--- src/rtl/aib_tx_packer_pkg.sv ---
// Shared types for the AIB Tx packer: flit header layout, framing states, flit widths.
package aib_tx_pkg;

  localparam int FLIT_W = 72;
  localparam int HDR_W  = 8;

  typedef struct packed {
    logic       sop;
    logic       eop;
    logic [2:0] seq;
    logic       forced_eop;
    logic       restart;
    logic       par;
  } hdr_t;

  typedef enum logic {IDLE = 1'b0, PKT = 1'b1} pk_state_e;

endpackage

--- src/rtl/aib_tx_packer_if.sv ---
// Framed valid/ready stream: used for 64b packet beats in and 72b AIB flits out.
interface aib_tx_packer_if #(
  parameter int W = 64
) ();
  logic         valid;
  logic         ready;
  logic [W-1:0] data;
  logic         sop;
  logic         eop;

  modport master (output valid, data, sop, eop, input ready);
  modport slave  (input valid, data, sop, eop, output ready);
endinterface

--- src/rtl/aib_tx_packer_skid_buf.sv ---
// Two-entry valid/ready skid buffer; head entry drives the outputs straight from a register.
// An empty buffer passes a word through in one cycle; input ready drops only when both entries hold data.
module aib_skid_buf #(
  parameter int W = 72
) (
  input  logic         i_clk,
  input  logic         i_rst,
  input  logic         i_vld,
  output logic         o_rdy,
  input  logic [W-1:0] i_dat,
  output logic         o_vld,
  input  logic         i_rdy,
  output logic [W-1:0] o_dat
);

  logic         r_v0;
  logic         r_v1;
  logic [W-1:0] r_d0;
  logic [W-1:0] r_d1;
  logic         w_push;
  logic         w_pop;

  assign o_rdy  = ~(r_v0 & r_v1);
  assign o_vld  = r_v0;
  assign o_dat  = r_d0;
  assign w_push = i_vld & o_rdy;
  assign w_pop  = r_v0 & i_rdy;

  // r_v1 implies r_v0; a push can never coincide with a full buffer.
  always_ff @(posedge i_clk or posedge i_rst) begin
    if (i_rst) begin
      r_v0 <= 1'b0;
      r_v1 <= 1'b0;
      r_d0 <= '0;
      r_d1 <= '0;
    end else if (w_pop) begin
      if (r_v1) begin
        r_d0 <= r_d1;
        r_v1 <= 1'b0;
      end else begin
        r_v0 <= w_push;
        if (w_push) r_d0 <= i_dat;
      end
    end else if (w_push) begin
      if (r_v0) begin
        r_d1 <= i_dat;
        r_v1 <= 1'b1;
      end else begin
        r_d0 <= i_dat;
        r_v0 <= 1'b1;
      end
    end
  end

endmodule

--- src/rtl/aib_tx_packer.sv ---
// Packs sop/eop-framed 64b beats into 72b AIB flits (8b header + payload), enforcing framing and max length.
// Framing errors drop or mark beats; a 2-entry skid stage keeps full rate under i_tx_ready backpressure.
module aib_tx_packer
  import aib_tx_pkg::*;
#(
  parameter int DATA_W = 64,
  parameter int HDR_W  = 8,
  parameter int SEQ_W  = 3,
  parameter int CNT_W  = 8
) (
  input  logic              i_aib_clk,
  input  logic              i_rst,
  input  logic              c_en,
  input  logic [CNT_W-1:0]  c_max_len,
  aib_tx_packer_if.slave    i_beat,
  aib_tx_packer_if.master   o_flit,
  output logic              o_busy,
  output logic              o_err_pulse,
  output logic [CNT_W-1:0]  o_err_cnt
);

  localparam logic [0:0] ST_IDLE = IDLE;
  localparam logic [0:0] ST_PKT  = PKT;

  logic [0:0]              r_state;
  logic [CNT_W-1:0]        r_len;
  logic [SEQ_W-1:0]        r_seq;
  logic                    r_err_pulse;
  logic [CNT_W-1:0]        r_err_cnt;

  logic                    w_skid_rdy;
  logic                    w_accept;
  logic                    w_emit;
  logic                    w_drop;
  logic                    w_restart;
  logic                    w_forced;
  logic                    w_err;
  logic [0:0]              w_nxt_state;
  logic [CNT_W-1:0]        w_nxt_len;
  hdr_t                    w_hdr;
  logic [HDR_W+DATA_W-1:0] w_flit;
  logic                    w_tx_vld;
  logic [FLIT_W-1:0]       w_tx_dat;

  assign i_beat.ready = c_en & w_skid_rdy;
  assign w_accept     = i_beat.valid & i_beat.ready;

  // Framing decision for the beat currently offered; only committed on accept.
  always_comb begin
    w_drop      = 1'b0;
    w_restart   = 1'b0;
    w_forced    = 1'b0;
    w_nxt_state = r_state;
    w_nxt_len   = r_len;
    if (r_state == ST_IDLE && !i_beat.sop) begin
      w_drop = 1'b1;
    end else begin
      w_restart = (r_state == ST_PKT) && i_beat.sop;
      if (i_beat.sop)
        w_nxt_len = CNT_W'(1);
      else if (r_len != '1)
        w_nxt_len = r_len + CNT_W'(1);
      if (i_beat.eop) begin
        w_nxt_state = ST_IDLE;
      end else if (c_max_len != '0 && w_nxt_len == c_max_len) begin
        w_forced    = 1'b1;
        w_nxt_state = ST_IDLE;
      end else begin
        w_nxt_state = ST_PKT;
      end
    end
  end

  assign w_err  = w_drop | w_restart | w_forced;
  assign w_emit = w_accept & ~w_drop;

  always_comb begin
    w_hdr.sop        = i_beat.sop;
    w_hdr.eop        = i_beat.eop | w_forced;
    w_hdr.seq        = r_seq;
    w_hdr.forced_eop = w_forced;
    w_hdr.restart    = w_restart;
    w_hdr.par        = ^i_beat.data;
  end

  assign w_flit = {w_hdr, i_beat.data};

  always_ff @(posedge i_aib_clk or posedge i_rst) begin
    if (i_rst) begin
      r_state     <= ST_IDLE;
      r_len       <= '0;
      r_seq       <= '0;
      r_err_pulse <= 1'b0;
      r_err_cnt   <= '0;
    end else begin
      r_err_pulse <= w_accept & w_err;
      if (w_accept) begin
        r_state <= w_nxt_state;
        r_len   <= w_nxt_len;
        if (w_err && r_err_cnt != '1)
          r_err_cnt <= r_err_cnt + CNT_W'(1);
      end
      if (w_emit)
        r_seq <= r_seq + SEQ_W'(1);
    end
  end

  aib_skid_buf #(
    .W (FLIT_W)
  ) u_skid (
    .i_clk (i_aib_clk),
    .i_rst (i_rst),
    .i_vld (w_emit),
    .o_rdy (w_skid_rdy),
    .i_dat (w_flit),
    .o_vld (w_tx_vld),
    .i_rdy (o_flit.ready),
    .o_dat (w_tx_dat)
  );

  assign o_flit.valid = w_tx_vld;
  assign o_flit.data  = w_tx_dat;
  assign o_flit.sop   = w_tx_dat[FLIT_W-1];
  assign o_flit.eop   = w_tx_dat[FLIT_W-2];

  assign o_busy      = (r_state == ST_PKT);
  assign o_err_pulse = r_err_pulse;
  assign o_err_cnt   = r_err_cnt;

endmodule

--- src/flat_wrapper.sv ---
// flat-port wrapper written by rule: the top's interface ports become plain ports
module aib_tx_packer_flat import aib_tx_pkg::*;
#(
  parameter int DATA_W = 64,
  parameter int HDR_W  = 8,
  parameter int SEQ_W  = 3,
  parameter int CNT_W  = 8
)
  (i_aib_clk, i_rst, c_en, c_max_len, o_busy, o_err_pulse, o_err_cnt, i_beat_valid, i_beat_data, i_beat_sop, i_beat_eop, i_beat_ready, o_flit_valid, o_flit_data, o_flit_sop, o_flit_eop, o_flit_ready);
  aib_tx_packer_if #(.W(64)) i_beat_i ();
  aib_tx_packer_if #(.W(72)) o_flit_i ();
  input  logic i_aib_clk;
  input  logic i_rst;
  input  logic c_en;
  input  logic [CNT_W-1:0] c_max_len;
  output logic o_busy;
  output logic o_err_pulse;
  output logic [CNT_W-1:0] o_err_cnt;
  input wire logic [$bits(i_beat_i.valid)-1:0] i_beat_valid;
  input wire logic [$bits(i_beat_i.data)-1:0] i_beat_data;
  input wire logic [$bits(i_beat_i.sop)-1:0] i_beat_sop;
  input wire logic [$bits(i_beat_i.eop)-1:0] i_beat_eop;
  output wire logic [$bits(i_beat_i.ready)-1:0] i_beat_ready;
  output wire logic [$bits(o_flit_i.valid)-1:0] o_flit_valid;
  output wire logic [$bits(o_flit_i.data)-1:0] o_flit_data;
  output wire logic [$bits(o_flit_i.sop)-1:0] o_flit_sop;
  output wire logic [$bits(o_flit_i.eop)-1:0] o_flit_eop;
  input wire logic [$bits(o_flit_i.ready)-1:0] o_flit_ready;
  assign i_beat_i.valid = i_beat_valid;
  assign i_beat_i.data = i_beat_data;
  assign i_beat_i.sop = i_beat_sop;
  assign i_beat_i.eop = i_beat_eop;
  assign i_beat_ready = i_beat_i.ready;
  assign o_flit_valid = o_flit_i.valid;
  assign o_flit_data = o_flit_i.data;
  assign o_flit_sop = o_flit_i.sop;
  assign o_flit_eop = o_flit_i.eop;
  assign o_flit_i.ready = o_flit_ready;
  aib_tx_packer #(.DATA_W(DATA_W), .HDR_W(HDR_W), .SEQ_W(SEQ_W), .CNT_W(CNT_W)) u_core (.i_aib_clk(i_aib_clk), .i_rst(i_rst), .c_en(c_en), .c_max_len(c_max_len), .i_beat(i_beat_i), .o_flit(o_flit_i), .o_busy(o_busy), .o_err_pulse(o_err_pulse), .o_err_cnt(o_err_cnt));
endmodule
--- config.mk ---
export PLATFORM = sky130hd
export DESIGN_NAME = aib_tx_packer_flat
export DESIGN_NICKNAME = d
export VERILOG_FILES = /design/src/rtl/aib_tx_packer_pkg.sv /design/src/rtl/aib_tx_packer_if.sv /design/src/rtl/aib_tx_packer_skid_buf.sv /design/src/rtl/aib_tx_packer.sv /design/src/flat_wrapper.sv
export SDC_FILE = /design/constraint.sdc
export NUM_CORES = 1
export LEC_CHECK = 0
export CAP_MARGIN = 5
export CELL_PAD_IN_SITES_DETAIL_PLACEMENT = 0
export CELL_PAD_IN_SITES_GLOBAL_PLACEMENT = 2
export CORE_UTILIZATION = 33
export CTS_CLUSTER_SIZE = 14
export DETAILED_ROUTE_END_ITERATION = 10
export PLACE_DENSITY_LB_ADDON = 0.1
export SETUP_SLACK_MARGIN = 0.4
export SLEW_MARGIN = 20
export SYNTH_ARGS = -nofsm -noshare
export SYNTH_HDL_FRONTEND = slang
export SYNTH_SLANG_ARGS = --single-unit
export TNS_END_PERCENT = 5
--- constraint.sdc ---
create_clock -name i_aib_clk -period 6.63 [get_ports i_aib_clk]
set_input_delay 0.9945 -clock i_aib_clk [delete_from_list [all_inputs] [get_ports i_aib_clk]]
set_output_delay 0.9945 -clock i_aib_clk [all_outputs]
set_load 0.01 [all_outputs]
# --- Word-level counts from Yosys, hierarchy flattened ---
# Cells that the tools add are included.
op_classes:
  n_bitwise: 15
  add_sub_neg: 3
  n_eq_ne: 5
  muxes: 21
  n_reduce_logical: 16
op_table:
  columns: ["operator", "count"]
  rows:
  - ["72-bit two-way mux", 5]
  - ["64-bit parity", 1]
  - ["8-bit two-way mux", 3]
  - ["8-bit by 1-bit adder with 8-bit output, second input constant", 2]
  - ["8-bit != test, second input constant", 2]
  - ["1-bit two-way mux", 13]
  - ["8-bit equality test", 1]
  - ["2-bit AND reduction", 4]
  - ["8-bit nonzero test", 1]
  - ["1-bit AND", 7]
  - ["3-bit AND reduction", 2]
  - ["2-bit nonzero test", 3]
  - ["1-bit inverter", 5]
  - ["1-bit logical AND", 4]
  - ["3-bit by 1-bit adder with 3-bit output, second input constant", 1]
  - ["1-bit OR", 3]
  - ["2-bit by 1-bit != test with 1-bit output, second input constant", 1]
  - ["2-bit != test, second input constant", 1]
  - ["1-bit zero test", 1]
totals:
  input_bits: 79
  elab_cells: 69
  register_bits: 167
  out_inout_bits: 86

# --- Logic depth before layout (Yosys ltp) ---
depth:
  word_depth: 13
  mapped_depth: 10
  ltp_nobuf: 9

# --- By module ---
# A second synthesis with hierarchy kept.
hier_totals:
  cells_unflattened: 848
  hier_area_um2: 8720.9
modules_own_cells:
  columns: ["module", "seq_area_each_um2", "area_per_inst_um2", "cells_each", "instances"]
  rows:
  - ["aib_skid_buf", 3653.5, 6754.0, 625, 1]
  - ["aib_tx_packer", 525.5, 1966.9, 223, 1]

# --- Worst setup path after synthesis ---
# No wires, ideal clock.
synth_timing:
  path_kind: "input port to flip-flop"
  from: "input port c_en"
  to: "register u_core.u_skid.r_d0[0] (netlist: u_core.u_skid.o_dat[0])"
  setup_time_ps: 137
  cell_stages: 7
  t_arrival_ps: 2653
  n_path_buf: 2
  setup_slack_ps: 3840
  required_ps: 6493
  cell_sequence: "and2_1 > nand2_1 > or2_2 > a21oi_1 > clkbuf_1 > clkbuf_1 > a21oi_1"
synth_via:
  elab_chain_cells: 6
synth_lines:
  columns: ["item", "line", "source"]
  rows:
  - ["from (decl)", "flat_wrapper.sv:14", "input logic c_en;"]
  - ["1-bit AND *", "aib_tx_packer.sv:45", "assign i_beat.ready = c_en & w_skid_rdy;"]
  - ["1-bit AND *", "aib_tx_packer.sv:46", "assign w_accept = i_beat.valid & i_beat.ready;"]
  - ["1-bit AND *", "aib_tx_packer.sv:75", "assign w_emit = w_accept & ~w_drop;"]
  - ["1-bit AND *", "aib_tx_packer_skid_buf.sv:26", "assign w_push = i_vld & o_rdy;"]
  - ["2-bit nonzero test (no line)", null, null]
  - ["3-bit AND reduction (no line) *", null, null]
  - ["to (signal assigned)", "aib_tx_packer_skid_buf.sv:38", "r_d0 <= r_d1;"]
  - ["to (signal assigned)", "aib_tx_packer_skid_buf.sv:42", "if (w_push) r_d0 <= i_dat;"]
  - ["to (signal assigned)", "aib_tx_packer_skid_buf.sv:49", "r_d0 <= i_dat;"]
  - ["to (decl)", "aib_tx_packer_skid_buf.sv:18", "logic [W-1:0] r_d0;"]
# Mark *: on every way between the ends. The rest lies on a longest branch, timed or not.
# A chain may end at the register's enable or synchronous reset.

# --- Worst setup path after layout ---
layout_timing:
  from: "input port i_beat_sop"
  to: "register u_core.u_skid.r_d1[32]"
layout_via:
  elab_chain_cells: 7
layout_lines:
  columns: ["item", "line", "source"]
  rows:
  - ["from (decl)", "flat_wrapper.sv:21", "input wire logic [$bits(i_beat_i.sop)-1:0] i_beat_sop;"]
  - ["1-bit zero test", "aib_tx_packer.sv:55", "if (r_state == ST_IDLE && !i_beat.sop) begin"]
  - ["1-bit logical AND", "aib_tx_packer.sv:55", null]
  - ["1-bit two-way mux", "aib_tx_packer.sv:55", null]
  - ["1-bit inverter", "aib_tx_packer.sv:75", null]
  - ["1-bit AND", "aib_tx_packer.sv:75", null]
  - ["1-bit AND", "aib_tx_packer_skid_buf.sv:26", null]
  - ["3-bit AND reduction (no line)", null, null]
  - ["to (signal assigned)", "aib_tx_packer_skid_buf.sv:46", "r_d1 <= i_dat;"]
  - ["to (decl)", "aib_tx_packer_skid_buf.sv:19", "logic [W-1:0] r_d1;"]
# No other way between the ends.

==> impl_results.md <==
- Largest cells by area after synthesis: dfrtp_1 (52%), mux2_2 (10%), mux2i_1 (8.9%)
- Flops & latches, synth: ~170
- Synth top area share: 0.524
- Slew margin rel.: 0.278
- Static Leak: approximately 4.7 nW
- Tot GR Track Use: 0.158
- DP Cell Count: approximately 1,100
- Critical path cell sequence: clkdlybuf4s50_1 -> inv_1 -> ha_1 -> nor2_1 -> nand2_4 -> mux2_2
- Worst setup EP type: flop
- Final Total Pwr: 4.35 mW
- Antenna viol nets, final: 0
- TritonCTS Buffers: 17
- Worst EP arrival: about 4.5 ns
- Die span in x: 157 µm
- Hold_buf cts: 0
- Commonest non-fill, non-tap cell in the layout: dfrtp_1
- Clock Sinks: 167
- Routability congestion estimate from global placement: between 0.7 and 0.8
- DP HPWL: ~13 mm
- Core area: between 20,000 and 25,000 µm²
- Most frequent cells in the layout: dfrtp_1 (167), clkdlybuf4s50_1 (164), a21oi_1 (84)
- Net count, final: just over 900
- H-tree depth: 4
- Final hold vios: 0
- Async SR Flop Fraction: 1.00
- Hold Path Class: flop to flop
- Post-synthesis cell type count: between 40 and 50
- Mux contribution to synthesized area: 0.194
- Comb power frac: 0.372
- Post-CTS Resized: 0
- Number of setup buffers added after CTS: 0
- Synth Warn #: 0
- Root Driver: clkbuf_16
- Clk_skew: 0.00907 ns
- Mapped Cells: between 600 and 700
- Most used DFF post-synth: dfrtp_1
- Buffers on Ports: between 150 and 200
- Dpl ws: just under 2 ns
- Internal power: between 2 and 3 mW
- Die area: roughly 25,000 µm²
- First-pass DRT Iterations: 4
- Post-Route WL: 19.0 mm
- Initial antenna violation count: 0
- Slowest CP cell: clkdlybuf4s50_1
- Least-Margin Pin Slew: between 1 and 1.5 ns
- Syn_area_per_cell: 11.4 µm²
- Placement-stage cell area: around 9900 µm²
- Global route total overflow: 0
- Simple-gate share of the synthesized area: 0.0798
- Critical path type: input pin to flop
- Net Sw Power: between 1 and 1.5 mW
- Worst IR Drop VDD: ~0.00016 V
- Worst hold slack: between 0.4 and 0.5 ns
- Setup ws final: around 2.4 ns
- Finished Core Util: 0.445
- Routed vias/inst: 4.72
- Sw Ratio: 0.327
- Worst-Skew Late Latency: 0.43 ns
- DRT iter0 DRCs: approximately 290
- Slew Limit Fails: 0
- Vias in the first global route: ~5,600
- Post-synth top area cell: dfrtp_1
- Adder-Cell Fraction of Synth Area: 0.00785
- Max cap viols: 0
- Die Span Y: roughly 160 µm
- Fin cells: approximately 1,200
- CTS tree: yes
- CP max stage delay: about 0.86 ns
- Routed WL per cell: about 16 µm
- I/O pin count: approximately 170
- Area growth from synthesis to layout: 31.5%
- Compound-Gate Fraction of Synth Area: 0.0834
- TNS Setup: 0 ns
- Post-Synth XOR/XNOR Area: 0.0857
- Period Utilization, post-route: 0.638
- Number of synthesized flops with an enable pin: 0
- Proportion of layout cells with a drive suffix above 1: 0.143
- Clock network power share: 0.221
- Residual DRC: 0
- Mapped Area: around 8000 µm²
- FMAX: ~240 MHz
- Rows: 56
- Seq pwr share: 0.407
- Status: complete, no violations
- Largest family of logic cells by synthesized area: multiplexers
- WP data required: between 6 and 7 ns
- Clock buffer depth: 2
- Post-Syn Nets: around 780
- Fin area: about 10,000 µm²
- Diode count: 0
- Final setup vio count: 0
- Seq/Total Area, Yosys: 0.524
- Clk pin slew, worst setup/hold paths: about 0.06 ns
- Worst setup SP type: input pin
- Starting Density: 0.338
- Vias: about 5,600
- Largest net degree at the start of global routing: approximately 100
- First-pass GRT wire length: ~30 mm
- Minimum clock period: between 4 and 5 ns
- Crit path max fanout: 74
- RSZ-0062 raised after global routing: no
- Pwr per Cell Area: between 400 and 500 nW/µm²
[worst max-delay path, delay by kind of cell]
kind	cells	cell delay (ns)
AND/OR/NAND/NOR	2	1.55
buffers and inverters	2	1.11
adder cells (fa/ha/maj)	1	0.29
multiplexers	1	0.54
[power by group through the flow]
stage | logic (mW) | registers (mW) | clock network [mW]
finish | 1.62 | 1.77 | 0.961
global route | 1.77 | 1.83 | 1.04
CTS | 1.65 | 1.78 | 0.996
detailed placement | 1.64 | 1.79 | 0
global placement | 1.61 | 1.78 | 0
floorplan | 0.830 | 1.82 | 0
[worst paths after layout]
path | from | end | slack [ns] | cells after the start
setup reg to reg | u_core.u_skid.o_vld | u_core.u_skid.r_d1[32] | 3.29 | 6
min in group asynchronous | i_rst | u_core.r_len[5] | 1.14 | 2
max in group asynchronous | i_rst | u_core.u_skid.r_d1[47] | 3.99 | 3
setup / recovery | i_beat_sop | u_core.u_skid.r_d1[32] | 2.40 | 6
hold / removal | u_core.u_skid.r_d1[70] | u_core.u_skid.r_d1[70] | 0.48 | 2
hold reg to reg | u_core.u_skid.r_d1[70] | u_core.u_skid.r_d1[70] | 0.48 | 2
[cells in the mapped netlist, drive strengths merged (8+ instances only)]
library cell and instances:
dfrtp 167, o21ai 17, buf 8, nor2 81, xor2 14, clkbuf 33, nand2 18, a21oi 86
mux2i 71, nand3 9, xnor2 64, mux2 74
[kinds of logic (layout without fill, tap and decap cells)]
| kind of cell | after synthesis | count (layout) |
|---|---|---|
| buffers and inverters | 48 | 207 |
| adders and majority gates | 5 | 5 |
| muxes | 145 | 145 |
| DFF | 167 | 167 |
| xor gates and xnor gates | 78 | 78 |
| and+or+nand+nor | 137 | 137 |
| AOI/OAI and AO/OA | 119 | 119 |
[metal layers]
metal | part of all wire | track usage | up-vias
met5 | 0 | 0 | -
met4 | 0.011 | 0.0448 | 0
met3 | 0.065 | 0.0556 | 15
met2 | 0.46 | 0.240 | 129
met1 | 0.46 | 0.211 | 2687
li1 | - | - | 2727
[registers in the layout, indices dropped and copies added, names as in the netlist]
name,count
u_core.u_skid.o_dat,72
u_core.r_len,8
u_core.o_err_cnt,8
u_core.o_busy,1
u_core.u_skid.o_vld,1
u_core.u_skid.r_v1,1
u_core.u_skid.r_d1,72
u_core.r_seq,3
u_core.o_err_pulse,1
[layout make-up]
cell class                      instances  area, µm²
Inverter                                7       31.3
Clock buffer                           19        443
Tap cell                              319        399
Clock inverter                         13        121
Sequential cell                       167       4180
Fill cell                            2253      13100
Timing Repair Buffer                  168       1680
Multi-Input combinational cell        484       3620
Power figures use the tool's default switching activity.
